File: config.mk
export PLATFORM = sky130hd
export DESIGN_NAME = sdram_arbiter_flat
export DESIGN_NICKNAME = d
export VERILOG_FILES = /design/src/rtl/sdram_arbiter_if.sv /design/src/rtl/sdram_arbiter.sv /design/src/flat_wrapper.sv
export SDC_FILE = /design/constraint.sdc
export NUM_CORES = 1
export LEC_CHECK = 0
export BUFFER_PORTS_ARGS = -buffer_cell sky130_fd_sc_hd__buf_2
export CAP_MARGIN = 30
export CELL_PAD_IN_SITES_DETAIL_PLACEMENT = 1
export CELL_PAD_IN_SITES_GLOBAL_PLACEMENT = 1
export CORE_ASPECT_RATIO = 1.75
export CORE_MARGIN = 10
export CORE_UTILIZATION = 31
export DETAILED_ROUTE_END_ITERATION = 12
export HOLD_SLACK_MARGIN = 0.12
export PLACE_DENSITY_LB_ADDON = 0.12
export RECOVER_POWER = 50
export SKIP_CTS_REPAIR_TIMING = 1
export SYNTH_ARGS = -nofsm -noshare
export SYNTH_HDL_FRONTEND = slang
export SYNTH_SLANG_ARGS = --single-unit
File: constraint.sdc
create_clock -name clk_clk -period 1.9 [get_ports clk_clk]
set_clock_uncertainty 0.2 [all_clocks]
set_input_delay 0.19 -clock clk_clk [delete_from_list [all_inputs] [get_ports clk_clk]]
set_output_delay 0.19 -clock clk_clk [all_outputs]
set_load 0.1 [all_outputs]
File: src/rtl/sdram_arbiter_if.sv
// Client-port and Avalon-MM master bundle for the two-port SDRAM arbiter.
// master = arbiter side, slave = clients plus SDRAM controller side.
interface sdram_arbiter_if #(
  parameter int ADDR_W = 25,
  parameter int DATA_W = 16
);
  logic              p0_req;
  logic              p0_we;
  logic [ADDR_W-1:0] p0_addr;
  logic [DATA_W-1:0] p0_wdata;
  logic [DATA_W-1:0] p0_rdata;
  logic              p0_done;

  logic              p1_req;
  logic              p1_we;
  logic [ADDR_W-1:0] p1_addr;
  logic [DATA_W-1:0] p1_wdata;
  logic [DATA_W-1:0] p1_rdata;
  logic              p1_done;

  logic [ADDR_W-1:0] avm_address;
  logic              avm_read;
  logic              avm_write;
  logic [DATA_W-1:0] avm_writedata;
  logic              avm_waitrequest;
  logic [DATA_W-1:0] avm_readdata;
  logic              avm_readdatavalid;

  logic              busy;

  modport master (
    input  p0_req, p0_we, p0_addr, p0_wdata,
    output p0_rdata, p0_done,
    input  p1_req, p1_we, p1_addr, p1_wdata,
    output p1_rdata, p1_done,
    output avm_address, avm_read, avm_write, avm_writedata,
    input  avm_waitrequest, avm_readdata, avm_readdatavalid,
    output busy
  );

  modport slave (
    output p0_req, p0_we, p0_addr, p0_wdata,
    input  p0_rdata, p0_done,
    output p1_req, p1_we, p1_addr, p1_wdata,
    input  p1_rdata, p1_done,
    input  avm_address, avm_read, avm_write, avm_writedata,
    output avm_waitrequest, avm_readdata, avm_readdatavalid,
    input  busy
  );
endinterface

File: src/rtl/sdram_arbiter.sv
// Two-port arbiter onto one Avalon-MM SDRAM master, one access in flight.
// Port 0 has priority; port 1 is forced through after STARVE_MAX losses.
module sdram_arbiter #(
  parameter int ADDR_W     = 25,
  parameter int DATA_W     = 16,
  parameter int STARVE_MAX = 4
) (
  input  logic                 clk_clk,
  input  logic                 reset_reset_n,
  sdram_arbiter_if.master      bus
);

  localparam int CNT_W = $clog2(STARVE_MAX + 1);
  localparam logic [CNT_W-1:0] CNT_MAX = CNT_W'(STARVE_MAX);

  typedef enum logic [1:0] {
    IDLE,
    ISSUE,
    WAIT_RD
  } state_t;

  state_t            state_q;
  state_t            state_d;

  logic              owner_q;
  logic              we_q;
  logic [ADDR_W-1:0] addr_q;
  logic [DATA_W-1:0] wdata_q;
  logic [CNT_W-1:0]  cnt_q;
  logic              p0_done_q;
  logic              p1_done_q;
  logic [DATA_W-1:0] p0_rdata_q;
  logic [DATA_W-1:0] p1_rdata_q;

  logic              gnt_vld;
  logic              gnt_id;
  logic              fin;
  logic              cap;
  logic              any_done;

  assign any_done = p0_done_q | p1_done_q;

  // State register; reset lands in IDLE at once, dropping any access.
  always_ff @(posedge clk_clk or negedge reset_reset_n) begin
    if (!reset_reset_n) begin
      state_q <= IDLE;
    end else begin
      state_q <= state_d;
    end
  end

  // Arbitration, issue and read-return sequencing.
  always_comb begin
    state_d = state_q;
    gnt_vld = 1'b0;
    gnt_id  = 1'b0;
    fin     = 1'b0;
    cap     = 1'b0;
    unique case (state_q)
      IDLE: begin
        // The finishing port still holds req while done is high.
        if (!any_done) begin
          if (bus.p0_req && bus.p1_req) begin
            gnt_vld = 1'b1;
            gnt_id  = (cnt_q == CNT_MAX);
          end else if (bus.p0_req) begin
            gnt_vld = 1'b1;
            gnt_id  = 1'b0;
          end else if (bus.p1_req) begin
            gnt_vld = 1'b1;
            gnt_id  = 1'b1;
          end
          if (gnt_vld) begin
            state_d = ISSUE;
          end
        end
      end
      ISSUE: begin
        if (!bus.avm_waitrequest) begin
          if (we_q) begin
            fin     = 1'b1;
            state_d = IDLE;
          end else if (bus.avm_readdatavalid) begin
            fin     = 1'b1;
            cap     = 1'b1;
            state_d = IDLE;
          end else begin
            state_d = WAIT_RD;
          end
        end
      end
      WAIT_RD: begin
        if (bus.avm_readdatavalid) begin
          fin     = 1'b1;
          cap     = 1'b1;
          state_d = IDLE;
        end
      end
      default: begin
        state_d = IDLE;
      end
    endcase
  end

  // Latch the granted request and track port-1 starvation.
  always_ff @(posedge clk_clk or negedge reset_reset_n) begin
    if (!reset_reset_n) begin
      owner_q <= 1'b0;
      we_q    <= 1'b0;
      addr_q  <= '0;
      wdata_q <= '0;
      cnt_q   <= '0;
    end else if (gnt_vld) begin
      owner_q <= gnt_id;
      we_q    <= gnt_id ? bus.p1_we    : bus.p0_we;
      addr_q  <= gnt_id ? bus.p1_addr  : bus.p0_addr;
      wdata_q <= gnt_id ? bus.p1_wdata : bus.p0_wdata;
      if (gnt_id) begin
        cnt_q <= '0;
      end else if (bus.p1_req && cnt_q != CNT_MAX) begin
        cnt_q <= cnt_q + CNT_W'(1);
      end
    end
  end

  // Completion pulse and read data steered to the owning port.
  always_ff @(posedge clk_clk or negedge reset_reset_n) begin
    if (!reset_reset_n) begin
      p0_done_q  <= 1'b0;
      p1_done_q  <= 1'b0;
      p0_rdata_q <= '0;
      p1_rdata_q <= '0;
    end else begin
      p0_done_q <= fin && !owner_q;
      p1_done_q <= fin && owner_q;
      if (cap && !owner_q) begin
        p0_rdata_q <= bus.avm_readdata;
      end
      if (cap && owner_q) begin
        p1_rdata_q <= bus.avm_readdata;
      end
    end
  end

  assign bus.avm_read      = (state_q == ISSUE) && !we_q;
  assign bus.avm_write     = (state_q == ISSUE) && we_q;
  assign bus.avm_address   = addr_q;
  assign bus.avm_writedata = wdata_q;
  assign bus.p0_done       = p0_done_q;
  assign bus.p1_done       = p1_done_q;
  assign bus.p0_rdata      = p0_rdata_q;
  assign bus.p1_rdata      = p1_rdata_q;
  assign bus.busy          = (state_q != IDLE);

endmodule

File: src/flat_wrapper.sv
// flat-port wrapper written by rule: the top's interface ports become plain ports
module sdram_arbiter_flat 
#(
  parameter int ADDR_W     = 25,
  parameter int DATA_W     = 16,
  parameter int STARVE_MAX = 4
)
  (clk_clk, reset_reset_n, bus_p0_req, bus_p0_we, bus_p0_addr, bus_p0_wdata, bus_p0_rdata, bus_p0_done, bus_p1_req, bus_p1_we, bus_p1_addr, bus_p1_wdata, bus_p1_rdata, bus_p1_done, bus_avm_address, bus_avm_read, bus_avm_write, bus_avm_writedata, bus_avm_waitrequest, bus_avm_readdata, bus_avm_readdatavalid, bus_busy);
  sdram_arbiter_if #(.ADDR_W(ADDR_W), .DATA_W(DATA_W)) bus_i ();
  input  logic clk_clk;
  input  logic reset_reset_n;
  input wire logic [$bits(bus_i.p0_req)-1:0] bus_p0_req;
  input wire logic [$bits(bus_i.p0_we)-1:0] bus_p0_we;
  input wire logic [$bits(bus_i.p0_addr)-1:0] bus_p0_addr;
  input wire logic [$bits(bus_i.p0_wdata)-1:0] bus_p0_wdata;
  output wire logic [$bits(bus_i.p0_rdata)-1:0] bus_p0_rdata;
  output wire logic [$bits(bus_i.p0_done)-1:0] bus_p0_done;
  input wire logic [$bits(bus_i.p1_req)-1:0] bus_p1_req;
  input wire logic [$bits(bus_i.p1_we)-1:0] bus_p1_we;
  input wire logic [$bits(bus_i.p1_addr)-1:0] bus_p1_addr;
  input wire logic [$bits(bus_i.p1_wdata)-1:0] bus_p1_wdata;
  output wire logic [$bits(bus_i.p1_rdata)-1:0] bus_p1_rdata;
  output wire logic [$bits(bus_i.p1_done)-1:0] bus_p1_done;
  output wire logic [$bits(bus_i.avm_address)-1:0] bus_avm_address;
  output wire logic [$bits(bus_i.avm_read)-1:0] bus_avm_read;
  output wire logic [$bits(bus_i.avm_write)-1:0] bus_avm_write;
  output wire logic [$bits(bus_i.avm_writedata)-1:0] bus_avm_writedata;
  input wire logic [$bits(bus_i.avm_waitrequest)-1:0] bus_avm_waitrequest;
  input wire logic [$bits(bus_i.avm_readdata)-1:0] bus_avm_readdata;
  input wire logic [$bits(bus_i.avm_readdatavalid)-1:0] bus_avm_readdatavalid;
  output wire logic [$bits(bus_i.busy)-1:0] bus_busy;
  assign bus_i.p0_req = bus_p0_req;
  assign bus_i.p0_we = bus_p0_we;
  assign bus_i.p0_addr = bus_p0_addr;
  assign bus_i.p0_wdata = bus_p0_wdata;
  assign bus_p0_rdata = bus_i.p0_rdata;
  assign bus_p0_done = bus_i.p0_done;
  assign bus_i.p1_req = bus_p1_req;
  assign bus_i.p1_we = bus_p1_we;
  assign bus_i.p1_addr = bus_p1_addr;
  assign bus_i.p1_wdata = bus_p1_wdata;
  assign bus_p1_rdata = bus_i.p1_rdata;
  assign bus_p1_done = bus_i.p1_done;
  assign bus_avm_address = bus_i.avm_address;
  assign bus_avm_read = bus_i.avm_read;
  assign bus_avm_write = bus_i.avm_write;
  assign bus_avm_writedata = bus_i.avm_writedata;
  assign bus_i.avm_waitrequest = bus_avm_waitrequest;
  assign bus_i.avm_readdata = bus_avm_readdata;
  assign bus_i.avm_readdatavalid = bus_avm_readdatavalid;
  assign bus_busy = bus_i.busy;
  sdram_arbiter #(.ADDR_W(ADDR_W), .DATA_W(DATA_W), .STARVE_MAX(STARVE_MAX)) u_core (.clk_clk(clk_clk), .reset_reset_n(reset_reset_n), .bus(bus_i));
endmodule
# Word level (Yosys, flattened, before mapping)
# Cells that the tools add are included.
[totals]
register_bits = 82
elab_cells = 65
in_bits = 106
out_inout_bits = 78
[classes]
bitwise_logic = 1
n_addsub = 1
n_eq_ne = 8
n_reduce_logical = 15
mux = 30
[ops]
columns = ["cell", "n"]
rows = [
  ["$mux 25", 1],
  ["$mux 1", 17],
  ["$mux 16", 1],
  ["$mux 2", 6],
  ["$logic_and 1x1->1", 8],
  ["$mux 3", 2],
  ["$ne 2x2->1 const B", 3],
  ["$pmux 2 s3", 1],
  ["$pmux 1 s2", 2],
  ["$reduce_and 4->1", 1],
  ["$reduce_bool 2->1", 2],
  ["$add 3x1->3 const B", 1],
  ["$eq 3x3->1 const B", 1],
  ["$ne 3x3->1 const B", 1],
  ["$eq 2x1->1 const B", 1],
  ["$eq 2x2->1 const B", 1],
  ["$logic_not 1->1", 2],
  ["$logic_not 2->1", 1],
  ["$ne 2x1->1 const B", 1],
  ["$reduce_and 2->1", 1],
  ["$or 1x1->1", 1],
]

# Depth between registers and ports, before layout
# Gate-level depths: netlist of the first run.
[logic_depth]
ltp_word = 8
mapped_depth = 8

# Least setup slack after synthesis of the first run
# No wires, ideal clock.
[synth_path]
kind = "register -> output"
from = "reg u_core.state_q[1]"
to = "out bus_avm_read"
setup_slack_ps = -495
arrival_ps = 2005
path_stages_with_launch = 4
path_buffers = 0
path_cell_list = "dfrtp_1 -> inv_1 -> ha_1 -> nor2b_1"
[synth_between]
elab_chain_len = 2
[synth_lines]
columns = ["element", "line", "rtl"]
rows = [
  ["start, declared", "sdram_arbiter.sv:22", "state_t state_q;"],
  ["start signal, assigned", "sdram_arbiter.sv:48", "state_q <= state_d;"],
  ["$eq 2x1->1", "sdram_arbiter.sv:145", "assign bus.avm_read = (state_q == ISSUE) && !we_q;"],
  ["$logic_and 1x1->1", "sdram_arbiter.sv:145", ""],
  ["end, declared", "flat_wrapper.sv:25", "output wire logic [$bits(bus_i.avm_read)-1:0] bus_avm_read;"],
]
# Every way passes these cells.

# Final worst setup path of the first run
[layout_path]
from = "reg u_core.state_q[1]"
to = "reg u_core.p1_rdata_q[7] (netlist: u_core.bus.p1_rdata[7])"
[layout_between]
elab_chain_len = 3
word_cells_on_any_way = 4
classes_between = "eq/ne: 2; mux: 1; reduce/logical: 1"
[layout_lines]
columns = ["element", "line", "rtl"]
rows = [
  ["$eq 2x2->1 or $eq 2x1->1 (tied branches)", "sdram_arbiter.sv:59", "unique case (state_q)"],
  ["$pmux 1 s2 *", "sdram_arbiter.sv:59", ""],
  ["$logic_and 1x1->1 *", "sdram_arbiter.sv:139", "if (cap && owner_q) begin"],
  ["end signal, assigned", "sdram_arbiter.sv:140", "p1_rdata_q <= bus.avm_readdata;"],
  ["end, declared", "sdram_arbiter.sv:33", "logic [DATA_W-1:0] p1_rdata_q;"],
]
# Every way passes the cells marked *; elsewhere a longest branch is shown, timed or not.
# A chain may end at the register's enable or synchronous reset.

==> results.sh, run 1 <==
export IMPL_status="finished with violations"
export IMPL_violations="setup timing"
export IMPL_clk_latency_ps=330
export IMPL_drt_iter0_markers=97
export IMPL_max_freq_ghz=0.5048
export IMPL_end_kind="flip-flop"
export IMPL_netlist_area_sq_um=3709
export IMPL_finalMaxSlewViolations=0
export IMPL_hold_ws_ps=108.0
export IMPL_drt_wl_total_mm=14.55
export IMPL_synth_edf_count=0
export IMPL_detailed_place_hpwl_mm=9.569
export IMPL_io_buffers=183
export IMPL_drive_gt1_share_pct=45.61
export IMPL_yosys_area_top_type="dfrtp_1"
export IMPL_worstHoldPathType="in -> reg"
export IMPL_cts_tree="done"
export IMPL_drc=0
export IMPL_syn2layout_area_growth_pct=77.60
export IMPL_start_util_pct=31.84
export IMPL_cp_slowest_cell="dfrtp_1"
export IMPL_synth_distinct_cells=32
export IMPL_dr_pass1_iters=4
export IMPL_fin_crit_sh_pct=104.3
export IMPL_antenna_left=0
export IMPL_cts_max_path_buffers=2
export IMPL_clk_pin_slew_ps=60
export IMPL_dieArea_sq_um=16910
export IMPL_synth_top_area_share_pct=55.33
export IMPL_cts_buffers=9
export IMPL_syn_num_nets=417
export IMPL_yosysSeqAreaShare_pct=55.33
export IMPL_cts_root_buf="clkbuf_16"
export IMPL_criticalPathCategory="reg -> reg"
export IMPL_antenna_found_initial=1
export IMPL_synthTopCellsByArea="dfrtp_1 (55%), mux2i_1 (12%), mux2_2 (6.7%)"
export IMPL_synth_main_ff_cell="dfrtp_1"
export IMPL_ys_warn_count=0
export IMPL_rows=52
export IMPL_maxCapViolCount=0
export IMPL_cts_htree_levels=3
export IMPL_cts_sinks=82
export IMPL_place_congestion=0.7473
export IMPL_slew_headroom_pct=35.49
export IMPL_gr_total_overflow=0
export IMPL_fp_dieW_um=102.7
export IMPL_grt_pass1_wl_mm=18.01
export IMPL_final_nets=733
export IMPL_synthCells=306
export IMPL_final_cell_area_sq_um=6586
export IMPL_startpoint_type="flip-flop"
export IMPL_cp_cell_sequence="inv_2 > ha_4 > nor2b_4 > and2b_4 > o2111ai_4 > buf_12 > mux2_2"
export IMPL_crit_required_ps=1920
export IMPL_path_buf_inv=2
export IMPL_synth_area_per_cell_sq_um=12.12
export IMPL_core_sq_um=11650
export IMPL_placed_cell_area_sq_um=5042
export IMPL_num_vias=3517
export IMPL_rsz0062_at_grt="yes"
export IMPL_grt_max_degree=42
export IMPL_utilization_pct=56.55
export IMPL_finalWorstPathRequiredPeriod_ps=1981
export IMPL_hold_violations=0
export IMPL_synthTopCellsByCount="dfrtp_1 (82), nand2_1 (50), mux2i_1 (43)"
export IMPL_grtUsageTotal_pct=13.74
export IMPL_setup_ws_ps=-81.09
export IMPL_async_flop_share_pct=100.0
export IMPL_critPathArrivalTime_ps=2000
export IMPL_path_max_fanout=12
export IMPL_ioPinCount=184
export IMPL_finalSetupViolations=35
export IMPL_synth_most_common_cell="dfrtp_1"
export IMPL_cp_top_family="flip-flops"
export IMPL_max_stage_delay_ps=370
export IMPL_die_h_um=164.7
export IMPL_grt_pass1_vias=3419
export IMPL_wl_per_cell_um=19.04
export IMPL_tightest_slew_ps=967.7
export IMPL_ys_ff_latch=82
export IMPL_viasPerCell=4.603
[cells by family after synthesis]
kind of cell	count (synthesis)	synth area share (%)
and+or+nand+nor	66	8.131
AOI/OAI and AO/OA	56	8.603
adders and majority gates	5	1.687
DFF	82	55.33
buffers and inverters	22	3.913
muxes	75	22.33
[state kept, by name (all words and copies together) (netlist names)]
name                      count
u_core.bus.avm_address       25
u_core.bus.avm_writedata     16
u_core.bus.p0_rdata          16
u_core.bus.p1_rdata          16
u_core.cnt_q                  3
u_core.state_q                2
u_core.bus.p0_done            1
u_core.bus.p1_done            1
u_core.owner_q                1
u_core.we_q                   1
[layer usage]
| layer | GRT usage, % | vias to the layer above | wire length [um] |
|---|---|---|---|
| met1 | 14.05 | 1684 | 5006 |
| met5 | 0 | - | 0 |
| met3 | 5.816 | 13 | 1179 |
| met4 | 4.317 | 0 | 217 |
| li1 | - | 1696 | - |
| met2 | 24.41 | 124 | 8146 |
[final cells by class]
type / instances / area (sq um)
antenna: 2 / 5.005
clock buffer: 10 / 239.0
clock inverter: 6 / 66.31
fill: 1265 / 5060
inverter: 6 / 22.52
multi-input combinational: 202 / 1620
sequential: 82 / 2059
tap: 135 / 168.9
timing repair buffer: 321 / 2405
[per-stage QoR]
| stage | cells | TNS, ps | worst slack [ps] |
|---|---|---|---|
| floorplan | 306 | -4963 | -89.66 |
| global placement | 636 | -383.1 | -62.62 |
| detailed placement | 636 | -3392 | -109.2 |
| CTS | 652 | -6269 | -179.4 |
| global route | 763 | -6348 | -156.1 |
| finish | 764 | -1300 | -81.09 |
[worst reg2reg max path: cells and delay by family, from the launching register on]
| kind | cells | cell delay, ps |
|---|---|---|
| and+or+nand+nor | 2 | 300 |
| buffers and inverters | 2 | 270 |
| AOI/OAI and AO/OA | 1 | 230 |
| adders and majority gates | 1 | 160 |
| DFF | 1 | 370 |
| muxes | 1 | 350 |
[path summary, 6_finish.rpt]
check                           slack, ps  cells after the start                           to                  startpoint
worst min-delay path                  110                      4            u_core.state_q[1]       bus_avm_readdatavalid
worst min register to register        280                      2   u_core.bus.avm_address[12]  u_core.bus.avm_address[12]
min in group asynchronous             440                      3  u_core.bus.avm_writedata[4]               reset_reset_n
worst max register to register        -80                      7       u_core.bus.p1_rdata[7]           u_core.state_q[1]
worst max-delay path                  -80                      7       u_core.bus.p1_rdata[7]           u_core.state_q[1]
max in group asynchronous             150                      3           u_core.bus.p1_done               reset_reset_n
[layout by cell type, fill, tap and decap left out, drive strengths merged, types with 2 or more instances in the layout]
| master | n |
|---|---|
| clkbuf | 29 |
| dfrtp | 82 |
| nor3b | 3 |
| mux2 | 32 |
| nor2 | 4 |
| diode | 2 |
| mux2i | 43 |
| clkinv | 5 |
| nor2b | 3 |
| dlygate4sd3 | 105 |
| a21boi | 2 |
| buf | 197 |
| inv | 6 |
| ha | 5 |
| o21ai | 49 |
| nand2 | 50 |
Power of run 1 is left out: the tool's default activity adds up to more than one toggle a clock period on the data nets, which glitch-free logic cannot reach.
==> run 2: changes to the inputs <==
--- a/config.mk
+++ b/config.mk
@@ -5,7 +5,7 @@
 export SDC_FILE = /design/constraint.sdc
 export NUM_CORES = 1
 export LEC_CHECK = 0
-export BUFFER_PORTS_ARGS = -buffer_cell sky130_fd_sc_hd__buf_2
+export BUFFER_PORTS_ARGS = -buffer_cell sky130_fd_sc_hd__buf_4
 export CAP_MARGIN = 30
 export CELL_PAD_IN_SITES_DETAIL_PLACEMENT = 1
 export CELL_PAD_IN_SITES_GLOBAL_PLACEMENT = 1
==> run 2 against run 1 <==
The run still ends with setup timing left; setup slack worse by 33 ps; register-to-register slack got worse by 30 ps; sequential share of layout area down 1.9 points; critical endpoint is now u_core.bus.p0_rdata[8]; largest cell class unchanged.
==> results.sh, run 2 (synthesis results as in run 1) <==
export IMPL_end_kind="flip-flop"
export IMPL_slew_headroom_pct=34.40
export IMPL_grtUsageTotal_pct=13.94
export IMPL_cts_max_path_buffers=2
export IMPL_criticalPathCategory="reg -> reg"
export IMPL_violations="setup timing"
export IMPL_drt_iter0_markers=57
export IMPL_maxCapViolCount=0
export IMPL_dieArea_sq_um=16910
export IMPL_critPathArrivalTime_ps=2030
export IMPL_clk_latency_ps=330
export IMPL_finalMaxSlewViolations=0
export IMPL_die_h_um=164.7
export IMPL_layout_common_cells="buf_4 (183), dlygate4sd3_1 (105), dfrtp_1 (80), nand2_1 (50), o21ai_1 (41)"
export IMPL_status="finished with violations"
export IMPL_seqCellArea_sq_um=2059
export IMPL_drive_gt1_share_pct=45.45
export IMPL_startpoint_type="flip-flop"
export IMPL_start_util_pct=31.84
export IMPL_grtUsageMet2_pct=24.06
export IMPL_finalSetupViolations=44
export IMPL_core_sq_um=11650
export IMPL_grt_pass1_wl_mm=18.31
export IMPL_antenna_left=0
export IMPL_cts_sinks=82
export IMPL_crit_required_ps=1920
export IMPL_drt_wl_total_mm=15.14
export IMPL_hold_violations=0
export IMPL_place_congestion=0.7549
export IMPL_viasPerCell=4.675
export IMPL_fin_crit_sh_pct=106.0
export IMPL_num_vias=3562
export IMPL_fillers=1168
export IMPL_max_freq_ghz=0.4965
export IMPL_cts_tree="done"
export IMPL_grt_busiest_layer="met2"
export IMPL_ioPinCount=184
export IMPL_io_buffers=183
export IMPL_path_max_fanout=8
export IMPL_tightest_slew_ps=983.9
export IMPL_gr_total_overflow=0
export IMPL_drc=0
export IMPL_syn2layout_area_growth_pct=89.03
export IMPL_setup_ws_ps=-114.1
export IMPL_met3_usage_pct=5.397
export IMPL_final_common_cell="buf_4"
export IMPL_final_nets=733
export IMPL_antenna_cells=0
export IMPL_detailed_place_hpwl_mm=9.671
export IMPL_antenna_found_initial=0
export IMPL_rows=52
export IMPL_clk_pin_slew_ps=60
export IMPL_grt_max_degree=45
export IMPL_grt_pass1_vias=3480
export IMPL_worstHoldPathType="in -> reg"
export IMPL_finalWorstPathRequiredPeriod_ps=2014
export IMPL_use_met1_pct=14.67
export IMPL_fp_dieW_um=102.7
export IMPL_rsz0062_at_grt="yes"
export IMPL_dr_pass1_iters=7
export IMPL_setup_tns_ps=-2492
export IMPL_wl_per_cell_um=19.87
export IMPL_cts_buffers=9
export IMPL_cts_htree_levels=3
export IMPL_largest_reg_flops=25
export IMPL_multiInputGateArea_sq_um=1647
export IMPL_cts_root_buf="clkbuf_16"
## run 2: worst max-delay path, cell delays in order (launching register included)
cell and delay, ps:
dfrtp_1 360, inv_2 70, ha_4 160, nor2b_4 120
and2b_4 180, o21ai_4 240, clkbuf_16 210, mux2_2 340
## run 2: through the flow
stage               setup WS, ps  util, %  hold slack (ps)  instances  area, sq um
finish                    -114.1    60.20            127.3        762         7010
global route              -176.9    60.20            148.4        762         7010
global placement          -67.41    46.63           -113.5        633         5430
CTS                       -171.9    49.25           -478.5        649         5736
floorplan                 -89.66        -           -305.6        306         3736
detailed placement        -155.6    46.63           -111.0        633         5430
## run 2: per-layer routing
metal	vias to the layer above	routed length (um)	share of wire, %
li1	1690	-	-
met1	1730	5242	35
met2	124	8371	55
met3	18	1188	7.8
met4	0	338	2.2
met5	-	0	0
## run 2: layout make-up
class	instances	share of cell area (%)
clock inverters	6	0.9459
flip-flops and latches	82	29.38
multi-input cells	202	23.49
repair buffers	321	40.05
inverters	6	0.3213
well taps	135	2.409
clock buffers	10	3.409
## run 2: final timing paths
| kind | from | endpoint | slack, ps | cells past startpoint |
|---|---|---|---|---|
| max | u_core.state_q[1] | u_core.bus.p0_rdata[8] | -110 | 7 |
| min | bus_avm_readdatavalid | u_core.state_q[1] | 130 | 4 |
| max reg2reg | u_core.state_q[1] | u_core.bus.p0_rdata[8] | -110 | 7 |
| min reg2reg | u_core.bus.avm_address[12] | u_core.bus.avm_address[12] | 290 | 2 |
| max in group asynchronous | reset_reset_n | u_core.bus.avm_writedata[4] | 120 | 3 |
| min in group asynchronous | reset_reset_n | u_core.state_q[1] | 330 | 3 |
Power of run 2 is left out for the same reason.
==> run 3: changes to the inputs <==
--- a/config.mk
+++ b/config.mk
@@ -11,7 +11,7 @@
 export CELL_PAD_IN_SITES_GLOBAL_PLACEMENT = 1
 export CORE_ASPECT_RATIO = 1.75
 export CORE_MARGIN = 10
-export CORE_UTILIZATION = 31
+export CORE_UTILIZATION = 34
 export DETAILED_ROUTE_END_ITERATION = 12
 export HOLD_SLACK_MARGIN = 0.12
 export PLACE_DENSITY_LB_ADDON = 0.12
==> constraint.sdc (replaced) <==
create_clock -name clk_clk -period 2.1 [get_ports clk_clk]
set_clock_uncertainty 0.2 [all_clocks]
set_input_delay 0.21 -clock clk_clk [delete_from_list [all_inputs] [get_ports clk_clk]]
set_output_delay 0.21 -clock clk_clk [all_outputs]
set_load 0.1 [all_outputs]
==> run 3 against run 2 <==
The run still ends with setup timing left; final cell count shrank 2.4%; register-to-register slack gained 110 ps; routed wire length is essentially flat; via count grew 1.0%; die area shrank 7.5%; maximum frequency shrank 4.2%.
==> results.sh, run 3 (synthesis results as in run 1) <==
export IMPL_status="finished with violations"
export IMPL_violations="setup timing"
export IMPL_hold_violations=0
export IMPL_cts_buffers=9
export IMPL_finalSetupViolations=1
export IMPL_clk_pin_slew_ps=70
export IMPL_dieArea_sq_um=15650
export IMPL_post_place_ws_ps=17.16
export IMPL_startpoint_type="flip-flop"
export IMPL_cts_max_path_buffers=2
export IMPL_cts_htree_levels=3
export IMPL_slew_headroom_pct=43.10
export IMPL_place_congestion=0.8051
export IMPL_placed_cell_area_sq_um=5344
export IMPL_final_nets=719
export IMPL_maxCapViolCount=0
export IMPL_cts_tree="done"
export IMPL_gr_total_overflow=0
export IMPL_num_vias=3599
export IMPL_grtUsageTotal_pct=15.07
export IMPL_worstHoldPathType="in -> reg"
export IMPL_viasPerCell=4.837
export IMPL_grt_pass1_vias=3560
export IMPL_path_max_fanout=15
export IMPL_io_buffers=183
export IMPL_antenna_found_initial=1
export IMPL_criticalPathCategory="reg -> reg"
export IMPL_ioPinCount=184
export IMPL_dr_pass1_iters=4
export IMPL_drive_gt1_share_pct=43.07
export IMPL_hold_ws_ps=138.1
export IMPL_clk_latency_ps=340
export IMPL_cts_sinks=82
export IMPL_fin_crit_sh_pct=100.1
export IMPL_final_common_cell="buf_4"
export IMPL_finalWorstPathRequiredPeriod_ps=2101
export IMPL_final_cell_area_sq_um=6721
export IMPL_syn2layout_area_growth_pct=81.24
export IMPL_die_h_um=158.2
export IMPL_max_freq_ghz=0.4759
export IMPL_antenna_left=0
export IMPL_largest_reg_flops=25
export IMPL_utilization_pct=62.83
export IMPL_layout_common_cells="buf_4 (159), dlygate4sd3_1 (104), dfrtp_1 (80), nand2_1 (50), mux2i_1 (43)"
export IMPL_cts_root_buf="clkbuf_16"
export IMPL_tightest_slew_ps=853.5
export IMPL_rows=50
export IMPL_drc=0
export IMPL_grt_pass1_wl_mm=18.91
export IMPL_grt_max_degree=53
export IMPL_finalMaxSlewViolations=0
export IMPL_setup_ws_ps=-1.499
export IMPL_detailed_place_hpwl_mm=9.399
export IMPL_drt_wl_total_mm=15.13
export IMPL_rsz0062_at_grt="yes"
export IMPL_fp_dieW_um=98.95
export IMPL_end_kind="flip-flop"
export IMPL_start_util_pct=34.67
export IMPL_drt_iter0_markers=94
export IMPL_critPathArrivalTime_ps=2120
export IMPL_wl_per_cell_um=20.34
export IMPL_crit_required_ps=2120
export IMPL_core_sq_um=10700
-- run 3: cell count changes in the layout (fill, tap and decap cells not counted), sizes merged --
| cell | previous run | this run |
|---|---|---|
| diode | 0 | 1 |
| inv | 6 | 9 |
| clkinvlp | 0 | 2 |
| clkinv | 5 | 1 |
| clkbuf | 27 | 44 |
| dlygate4sd3 | 105 | 104 |
| buf | 199 | 168 |
-- run 3: per-stage QoR --
stage	cells	TNS, ps
after CTS	633	-7.393
after floorplan	306	0
after global placement	617	0
final	744	-1.499
after global routing	744	-701.4
after detailed placement	617	0
-- run 3: area by class of cell --
class	count	area [sq um]
flip-flops and latches	82	2054
clock buffers	9	225.2
multi-input cells	202	1548
clock inverters	7	76.32
inverters	6	22.52
well taps	130	162.7
fillers	1109	3976
diodes	1	2.502
repair buffers	307	2630
-- run 3: routing by layer --
layer  vias to the layer above  share of wire [%]  track usage, %
li1                       1664                  -               -
met1                      1762                 35           15.67
met2                       141                 55           26.00
met3                        32                7.5           6.984
met4                         0                2.7           5.209
met5                         -                  0               0
-- run 3: path summary, 6_finish.rpt --
path	endpoint	cells past startpoint	startpoint	slack, ps
setup / recovery	u_core.bus.avm_writedata[11]	8	u_core.state_q[1]	-1
hold / removal	u_core.state_q[1]	4	bus_avm_readdatavalid	140
setup reg to reg	u_core.bus.avm_writedata[11]	8	u_core.state_q[1]	-1
hold reg to reg	u_core.bus.avm_address[24]	2	u_core.bus.avm_address[24]	280
max in group asynchronous	u_core.bus.p1_done	3	reset_reset_n	620
min in group asynchronous	u_core.bus.p0_rdata[2]	2	reset_reset_n	310
-- run 3: critical path: stages (launching register included) --
cell and delay [ps]:
dfrtp_1 410, inv_2 100, ha_2 210, nand4bb_1 200, nor2_4 160, buf_12 140, buf_12 170, mux2i_1 250
o21ai_0 120
Power of run 3 is left out for the same reason.
